$ cat src/rtl/ps2_pkg.sv
// Shared definitions for the PS/2 mouse packet controller: FSM encoding,
// byte-0 bit positions and axis saturation limits.
package ps2_pkg;

    typedef enum logic [1:0] {
        WAIT_B0 = 2'd0,
        WAIT_B1 = 2'd1,
        WAIT_B2 = 2'd2
    } ps2_state_e;

    localparam int LEFT   = 0;
    localparam int RIGHT  = 1;
    localparam int MIDDLE = 2;
    localparam int SYNC   = 3;
    localparam int XSIGN  = 4;
    localparam int YSIGN  = 5;
    localparam int XOVF   = 6;
    localparam int YOVF   = 7;

    localparam int PACKET_BYTES = 3;

    localparam logic [8:0] AXIS_MAX = 9'h0FF;
    localparam logic [8:0] AXIS_MIN = 9'h100;

endpackage

$ cat src/rtl/ps2_axis_decode.sv
// Combinational decode of one PS/2 movement axis: sign-extends the 8-bit
// magnitude byte to 9 bits and saturates when the overflow flag is set.
module ps2_axis_decode
    import ps2_pkg::*;
(
    input  logic       sign_i,
    input  logic       ovf_i,
    input  logic [7:0] data_i,
    output logic [8:0] axis_o
);

    logic signed [8:0] axis_s;

    // An overflowed axis reports the extreme value in the direction of motion.
    function automatic logic signed [8:0] sat_axis(input logic sign, input logic ovf,
                                                   input logic [7:0] data);
        logic signed [8:0] result;
        if (ovf) begin
            result = sign ? $signed(AXIS_MIN) : $signed(AXIS_MAX);
        end else begin
            result = $signed({sign, data});
        end
        return result;
    endfunction

    always_comb begin
        axis_s = sat_axis(sign_i, ovf_i, data_i);
    end

    assign axis_o = axis_s;

endmodule

$ cat src/rtl/ps2_packet_controller.sv
// Assembles 3-byte PS/2 mouse packets, decodes X/Y movement and issues
// package_done / reset_registers / frame_error strobes for the Z accumulator.
module ps2_packet_controller
    import ps2_pkg::*;
#(
    parameter int TIMEOUT_CYCLES = 100000,
    parameter int CNT_W          = 17
) (
    input  logic       clk,
    input  logic       rst,
    input  logic       rx_valid,
    input  logic [7:0] rx_data,
    input  logic       rx_error,
    output logic [8:0] x_axis,
    output logic [8:0] y_axis,
    output logic [2:0] buttons,
    output logic       package_done,
    output logic       reset_registers,
    output logic       frame_error,
    output logic       busy
);

    ps2_state_e       state_q, state_d;
    logic [CNT_W-1:0] cnt_q, cnt_d;
    logic [7:0]       b0_q, b0_d;
    logic [7:0]       xb_q, xb_d;
    logic [8:0]       x_q, x_d;
    logic [8:0]       y_q, y_d;
    logic [2:0]       btn_q, btn_d;
    logic             pd_q, pd_d;
    logic             rr_q, rr_d;
    logic             fe_q, fe_d;
    logic             prev_mid_q, prev_mid_d;

    logic [8:0]       x_dec, y_dec;

    // The Y byte is decoded straight from rx_data so the packet completes on its strobe.
    ps2_axis_decode u_x_decode (
        .sign_i (b0_q[XSIGN]),
        .ovf_i  (b0_q[XOVF]),
        .data_i (xb_q),
        .axis_o (x_dec)
    );

    ps2_axis_decode u_y_decode (
        .sign_i (b0_q[YSIGN]),
        .ovf_i  (b0_q[YOVF]),
        .data_i (rx_data),
        .axis_o (y_dec)
    );

    always_comb begin
        state_d    = state_q;
        cnt_d      = cnt_q;
        b0_d       = b0_q;
        xb_d       = xb_q;
        x_d        = x_q;
        y_d        = y_q;
        btn_d      = btn_q;
        pd_d       = 1'b0;
        rr_d       = 1'b0;
        fe_d       = 1'b0;
        prev_mid_d = prev_mid_q;

        if (rx_error) begin
            state_d = WAIT_B0;
            cnt_d   = '0;
            fe_d    = 1'b1;
        end else if (rx_valid) begin
            cnt_d = '0;
            case (state_q)
                WAIT_B0: begin
                    if (rx_data[SYNC]) begin
                        b0_d    = rx_data;
                        state_d = WAIT_B1;
                    end else begin
                        fe_d = 1'b1;
                    end
                end
                WAIT_B1: begin
                    xb_d    = rx_data;
                    state_d = WAIT_B2;
                end
                WAIT_B2: begin
                    state_d    = WAIT_B0;
                    x_d        = x_dec;
                    y_d        = y_dec;
                    btn_d      = b0_q[MIDDLE:LEFT];
                    pd_d       = 1'b1;
                    rr_d       = b0_q[MIDDLE] & ~prev_mid_q;
                    prev_mid_d = b0_q[MIDDLE];
                end
                default: state_d = WAIT_B0;
            endcase
        end else if (state_q != WAIT_B0) begin
            // Expires on the TIMEOUT_CYCLES-th idle cycle after the last accepted byte.
            if (cnt_q == CNT_W'(TIMEOUT_CYCLES - 1)) begin
                state_d = WAIT_B0;
                cnt_d   = '0;
                fe_d    = 1'b1;
            end else begin
                cnt_d = cnt_q + CNT_W'(1);
            end
        end else begin
            cnt_d = '0;
        end
    end

    always_ff @(posedge clk) begin
        if (rst) begin
            state_q    <= WAIT_B0;
            cnt_q      <= '0;
            x_q        <= '0;
            y_q        <= '0;
            btn_q      <= '0;
            pd_q       <= 1'b0;
            rr_q       <= 1'b0;
            fe_q       <= 1'b0;
            prev_mid_q <= 1'b0;
        end else begin
            state_q    <= state_d;
            cnt_q      <= cnt_d;
            x_q        <= x_d;
            y_q        <= y_d;
            btn_q      <= btn_d;
            pd_q       <= pd_d;
            rr_q       <= rr_d;
            fe_q       <= fe_d;
            prev_mid_q <= prev_mid_d;
        end
    end

    always_ff @(posedge clk) begin
        b0_q <= b0_d;
        xb_q <= xb_d;
    end

    assign x_axis          = x_q;
    assign y_axis          = y_q;
    assign buttons         = btn_q;
    assign package_done    = pd_q;
    assign reset_registers = rr_q;
    assign frame_error     = fe_q;
    assign busy            = (state_q != WAIT_B0);

endmodule

$ cat config.mk
export PLATFORM = sky130hd
export DESIGN_NAME = ps2_packet_controller
export DESIGN_NICKNAME = d
export VERILOG_FILES = /design/src/rtl/ps2_pkg.sv /design/src/rtl/ps2_axis_decode.sv /design/src/rtl/ps2_packet_controller.sv
export SDC_FILE = /design/constraint.sdc
export NUM_CORES = 1
export LEC_CHECK = 0
export CAP_MARGIN = 20
export CORE_MARGIN = 10
export CORE_UTILIZATION = 50
export CTS_CLUSTER_SIZE = 30
export DETAILED_ROUTE_END_ITERATION = 16
export PLACE_DENSITY_LB_ADDON = 0.2
export SYNTH_ARGS = -nofsm -noshare
export SYNTH_HDL_FRONTEND = slang
export SYNTH_SLANG_ARGS = --single-unit
export TNS_END_PERCENT = 100
$ cat constraint.sdc
create_clock -name clk -period 1.6 [get_ports clk]
set_input_delay 0.16 -clock clk [delete_from_list [all_inputs] [get_ports clk]]
set_output_delay 0.16 -clock clk [all_outputs]
set_load 0.005 [all_outputs]
# Word-level counts from Yosys, hierarchy flattened
# Index checks and enable logic that the tools add are counted.
[classes]
n_addsub = 1
n_eq_ne = 4
n_mux = 16
n_bitwise = 6
n_reduce_logical = 12
[ops]
columns = ["operator", "n"]
rows = [
  ["two-way mux 9 bit", 4],
  ["adder 17 x 1 -> 17 bit, second input constant", 1],
  ["equality test 17 bit, second input constant", 1],
  ["AND reduction 3 bit", 3],
  ["two-way mux 2 bit", 4],
  ["two-way mux 1 bit", 7],
  ["nonzero test 2 bit", 3],
  ["NOT 1 bit", 5],
  ["OR reduction 5 bit", 1],
  ["case mux 2 bit (2 select lines)", 1],
  ["AND reduction 4 bit", 1],
  ["OR reduction 4 bit", 1],
  ["inequality test 3 bit, second input constant", 1],
  ["OR reduction 3 bit", 1],
  ["equality test 2 x 1 -> 1 bit, second input constant", 1],
  ["equality test 2 bit, second input constant", 1],
  ["logical NOT 2 bit", 1],
  ["OR reduction 2 bit", 1],
  ["bitwise AND 1 bit", 1],
]
[totals]
regBits = 59
inputBits = 12
out_inout_bits = 25
elab_cells = 50

# Logic depth before layout (Yosys ltp)
[depth]
word_depth = 5
depth_mapped = 6
ltp_nobuf = 5

# Cells and area by module
# A second synthesis with hierarchy kept.
[hier_totals]
hier_cells = 254
hier_area_um2 = 2341.0
[by_module_without_submodules]
columns = ["module", "instances", "cells_per_inst", "area_per_inst_um2", "seq_area_each_um2"]
rows = [
  ["ps2_packet_controller", 1, 218, 2168.3, 1311.3],
  ["ps2_axis_decode", 2, 18, 86.3, 0.0],
]

# Least setup slack after synthesis
# Ideal clock, no wire load.
[synth_timing]
path_type = "reg-to-reg"
startpoint = "register cnt_q[0]"
endpoint = "register cnt_q[16]"
setup_time_ns = 0.115
arrival_ns = 1.342
required_time_ns = 1.485
setup_slack_ns = 0.144
path_stages_with_launch = 7
path_buffers = 1
period_less_slack_ns = 1.456
path_cell_list = "dfxtp_1 -> ha_1 -> and4_1 -> nand4_2 -> nand2_1 -> buf_4 -> nor2_1"
[synth_between]
elab_chain_len = 2
elab_cells_between_ends = 3
classes_between = "add/sub (1); eq/ne (1); reduce/logical (1)"
[synth_lines]
columns = ["element", "line", "text"]
rows = [
  ["start: declaration", "ps2_packet_controller.sv:24", "logic [CNT_W-1:0] cnt_q, cnt_d;"],
  ["start signal: assignment", "ps2_packet_controller.sv:122", "cnt_q <= cnt_d;"],
  ["branches (longest 2 deep; another with adder 17 x 1 -> 17 bit)", "n/a", ""],
]
# Several ways; the timed one is not identified.
# A chain may end at the register's enable or synchronous reset.

# Worst setup path in the final report
[layout_timing]
startpoint = "register state_q[1]"
endpoint = "output port busy"
[layout_between]
elab_chain_len = 1
[layout_lines]
columns = ["element", "line", "text"]
rows = [
  ["start: declaration", "ps2_packet_controller.sv:23", "ps2_state_e state_q, state_d;"],
  ["start signal: assignment", "ps2_packet_controller.sv:121", "state_q <= state_d;"],
  ["nonzero test 2 bit", "ps2_packet_controller.sv:144", "assign busy = (state_q != WAIT_B0);"],
  ["end: declaration", "ps2_packet_controller.sv:20", "output logic busy"],
]
# No other way between the ends.

==> results <==
- Dividing the synthesized area by the synthesized cell count gives 10.2 sq um.
- The post-synthesis share of cell area spent on and, or, nand and nor gates is 20.8%.
- The adder and majority cell fraction of the synthesized area is 0.555%.
- Net switching is 20.7% of the power.
- Relative to the synthesized area, the layout overhead comes to 32.3%.
- The compound-gate portion of the synthesized area is 11.0%.
- The initialized floorplan defines 24 standard-cell rows.
- For this block, the initial DRC count from the detailed router was 189.
- Data on the critical path arrives at its endpoint at 1.37 ns.
- Counting every net in the synthesized netlist gives 234.
- The internal reg-to-reg setup slack is 0.11 ns.
- After detailed routing, the number of remaining DRC violations is 0.
- For this design, the sink count on the clock tree is 58.
- After filler insertion, the fill cell instance count of the layout stands at 337.
- In this design, the largest share of critical-path delay is due to buffers and inverters.
- The clock reaches the later pin of the worst-skew pair after 0.33 ns.
- Summing the areas of all xor and xnor instances in the mapped netlist gives 5.83% of the synthesized area.
- The sum of met2 wire segment lengths after detailed routing is 2050 um.
- The number of vias per cell after detailed routing is 5.31.
- In this run the clock root is driven by a clkbuf_8.
- The clock arrives with 0.0100 ns of skew.
- The first-pass GRT wire length is 7760 um.
- The initial antenna violation count came to 0.
- STA classifies the critical path startpoint as a register.
- After clock tree synthesis, the clock-pin slew on the worst setup and hold paths is 0.06 ns.
- The number of violations of the max-capacitance limit is 0.
- The total half-perimeter wirelength after legalization and detailed placement is 3270 um.
- Timing would allow up to 656 MHz.
- Counting I/O delays and the setup requirement, the final critical path takes 1.53 ns.
- For this design, the slowest cell found on the critical path is clkdlybuf4s50_1.
- The number of nets with antenna violations after detailed routing is 0.
- The number of inserted diodes is 0.
- The net load switching power is 606 uW.
- The count of buffers added on input and output ports is 36.
- The overall track demand over capacity in global routing is 12.8%.
- At the pin with the least slew margin, the transition time is 0.473 ns.
- For the worst setup path, the data required time is 1.44 ns.
- The summed area of non-filler cells in the final layout is 0.00298 sq mm.
- Dividing the final minimum period by the clock period gives 95.3%.
- The share of post-route cells with drive strength above 1 is 13.6%.
- The part of the power in combinational logic is 3.4%.
- The type of element capturing the critical path is an output port.
- The die covers 0.00760 sq mm.
- For this run, the slowest stage of the critical path takes 0.49 ns.
- In this run, the clock network consumes 44.6% of the power.
- Along the worst path, the maximum fanout reaches 5.
- The distinct cell type count of the synthesized netlist is 33.
- The chip width is 87.2 um.
- In the final design database the tool counted 287 nets.
- The critical path in this run is classified as reg -> out.
- The post-synthesis register bit count is 58.
- Setup violations remaining at the end of the flow were counted as 0.
- The count of non-filler cells in the finished layout is 331.
- 37 I/O pins were placed.
- The worst-case IR drop observed on VDD is 637 uV.
- Once the clock tree was built, the setup fixing pass inserted 0 buffers.
- The vertical extent of the die is 87.2 um.
- The final count of hold timing violations came to 0.
- Entering global routing, the biggest net connects 38 pins.
- The area of the core is 0.00435 sq mm.
- Of the post-synthesis cell area, the part taken by muxes is 0%.
- The analysis attributes to cell leakage a power of 1.00 nW.
- In the synthesized netlist, the number of instances is 221.
- The via count of the routed design is 1758.
- The path class of the lowest-slack min-delay path is reg -> reg.
- The worst pin sits at a relative slew slack of 68.4%.
- Setup repair after global routing left no endpoint under its margin.
- Traced cell by cell, the critical path runs through nor2_4, inv_1, clkdlybuf4s50_1.
- The internal power of the cells totals 2.32 mW.
- For this run, the detailed router's first-pass iteration total came to 4.
- The congestion estimate from routability-driven global placement came to 0.795.
- The number of global-route vias before repair is 1643.
- The cell area after synthesis is 0.00225 sq mm.
- The number of buffers and inverters on the critical path is 2.
- TritonCTS built the clock tree.
- The highest metal layer carrying signal wires in the routed design is met4.
- The combinational family with the most area after synthesis is simple AND/OR/NAND/NOR gates.
- Once the floorplan was initialized, standard cells occupied 51.8% of the core.
- The max-slew violation total from the final report came to 0.
- The part of the total power dissipated in sequential elements is 52.0%.
- The tightest hold margin is 0.454 ns.
- The routed length on met1 is 2220 um.
- The total instance count after detailed placement is 315.
- The count of H-tree levels built during CTS is 3.
- The met3 wire length is 319 um.
- The residual overflow from global routing is 0.
- The count of warnings emitted by yosys is 0.
- The final routed wirelength across all metal layers is 4680 um.
- After detailed routing, the average wire length per cell comes to 14.1 um.
- The run finished with clean final reports.
- The number of buffers created by CTS is 9.
- The placed cell area is 0.00277 sq mm.
- Power spread over the standard cell area amounts to 981 mW/mm^2.
- The maximum buffer depth of the clock tree is 2.
- The sequential element share of the synthesized area is 58.2%.
==> synthesized netlist by cell type <==
cell / instances / area [sq um]
nor2_1: 40 / 150
nor3_1: 4 / 20.0
nand4_2: 1 / 12.5
and3b_1: 2 / 17.5
edfxtp_1: 15 / 450
ha_1: 1 / 12.5
nand2_1: 15 / 56.3
nand4_4: 1 / 21.3
nand3b_1: 1 / 7.51
and3_1: 1 / 6.26
and4_1: 2 / 17.5
nor4b_2: 1 / 15.0
a21oi_1: 22 / 110
buf_2: 3 / 15.0
buf_4: 3 / 22.5
xor2_1: 4 / 35.0
dfxtp_1: 43 / 861
and3_2: 1 / 7.51
nand4_1: 5 / 31.3
or3_1: 1 / 6.26
nor4_4: 1 / 21.3
and2b_1: 1 / 7.51
a31oi_1: 3 / 18.8
clkinv_1: 2 / 7.51
nor4_1: 6 / 37.5
buf_1: 1 / 3.75
a211oi_1: 16 / 120
xnor2_1: 11 / 96.3
nand3_1: 5 / 25.0
clkbuf_2: 2 / 10.0
inv_1: 4 / 15.0
nor4b_1: 1 / 8.76
clkbuf_1: 2 / 7.51
==> final cells by class <==
cell class,count,area [sq um],share of cell area [%]
Sequential cell,58,1310,44.0
Timing Repair Buffer,53,513,17.2
Multi-Input combinational cell,146,876,29.4
Tap cell,52,65.1,2.18
Clock buffer,11,141,4.74
Inverter,6,22.5,0.755
Clock inverter,5,53.8,1.80
==> per-stage QoR <==
stage               setup slack, ns  util (%)  power [mW]  setup TNS [ns]
floorplan                     0.144         -        1.59               0
global placement            -0.0541      63.7        1.65          -0.669
detailed placement          -0.0819      63.7        1.65           -1.73
CTS                          0.0513      68.2        2.95               0
global route                0.00146      68.5        3.02               0
finish                       0.0748      68.5        2.93               0
==> cells by family after synthesis <==
family,count (synthesis)
AND/OR/NAND/NOR,89
XOR/XNOR,15
adder cells (fa/ha/maj),1
flip-flops,58
AO/OA/AOI/OAI,41
buffers and inverters,17
==> flip-flops by register name (all words and copies together) (netlist names) <==
name	count
b0_q	7
package_done	1
x_axis	9
cnt_q	17
xb_q	8
reset_registers	1
y_axis	9
buttons	3
state_q	2
frame_error	1
==> cell usage in the layout, fill, tap and decap left out, types with 2 or more instances in the layout <==
cell type,count
nor2_1,39
nand4_1,5
nor3_1,4
nand2_1,15
dfxtp_1,43
a21oi_1,22
inv_1,4
a31oi_1,3
xor2_1,4
clkinv_1,3
and4_1,2
buf_4,15
clkdlybuf4s50_1,36
buf_12,2
edfxtp_1,15
clkbuf_8,10
nand3_1,5
nor4_1,5
and3b_1,2
xnor2_1,11
clkinvlp_4,2
a211oi_1,16
==> power by group through the flow <==
stage / Clock [mW] / Sequential [mW] / Combinational, mW
2_1_floorplan: 0 / 1.55 / 0.0369
3_3_place_gp: 0 / 1.55 / 0.0988
3_5_place_dp: 0 / 1.55 / 0.0995
4_1_cts: 1.33 / 1.52 / 0.100
5_1_grt: 1.40 / 1.52 / 0.109
6_report: 1.31 / 1.52 / 0.0995
==> layer usage <==
| metal | GRT usage [%] | vias to the layer above |
|---|---|---|
| met3 | 4.40 | 8 |
| met4 | 7.83 | 0 |
| met2 | 17.9 | 53 |
| met1 | 16.5 | 801 |
| met5 | 0 | - |
| li1 | - | 896 |
==> worst paths after layout <==
path / startpoint / to / cells past startpoint
worst min register to register: buttons[2] / reset_registers / 1
worst max register to register: cnt_q[0] / frame_error / 5
worst max-delay path: state_q[1] / busy / 3
worst min-delay path: buttons[2] / reset_registers / 1
==> repair_timing <==
action	4_1_cts	5_1_grt
hold buffers	0	0
gates resized for setup	1	2
pin swaps	0	1
endpoints found under the setup margin	1	2
No activity file was read; power rests on OpenSTA's default activity.
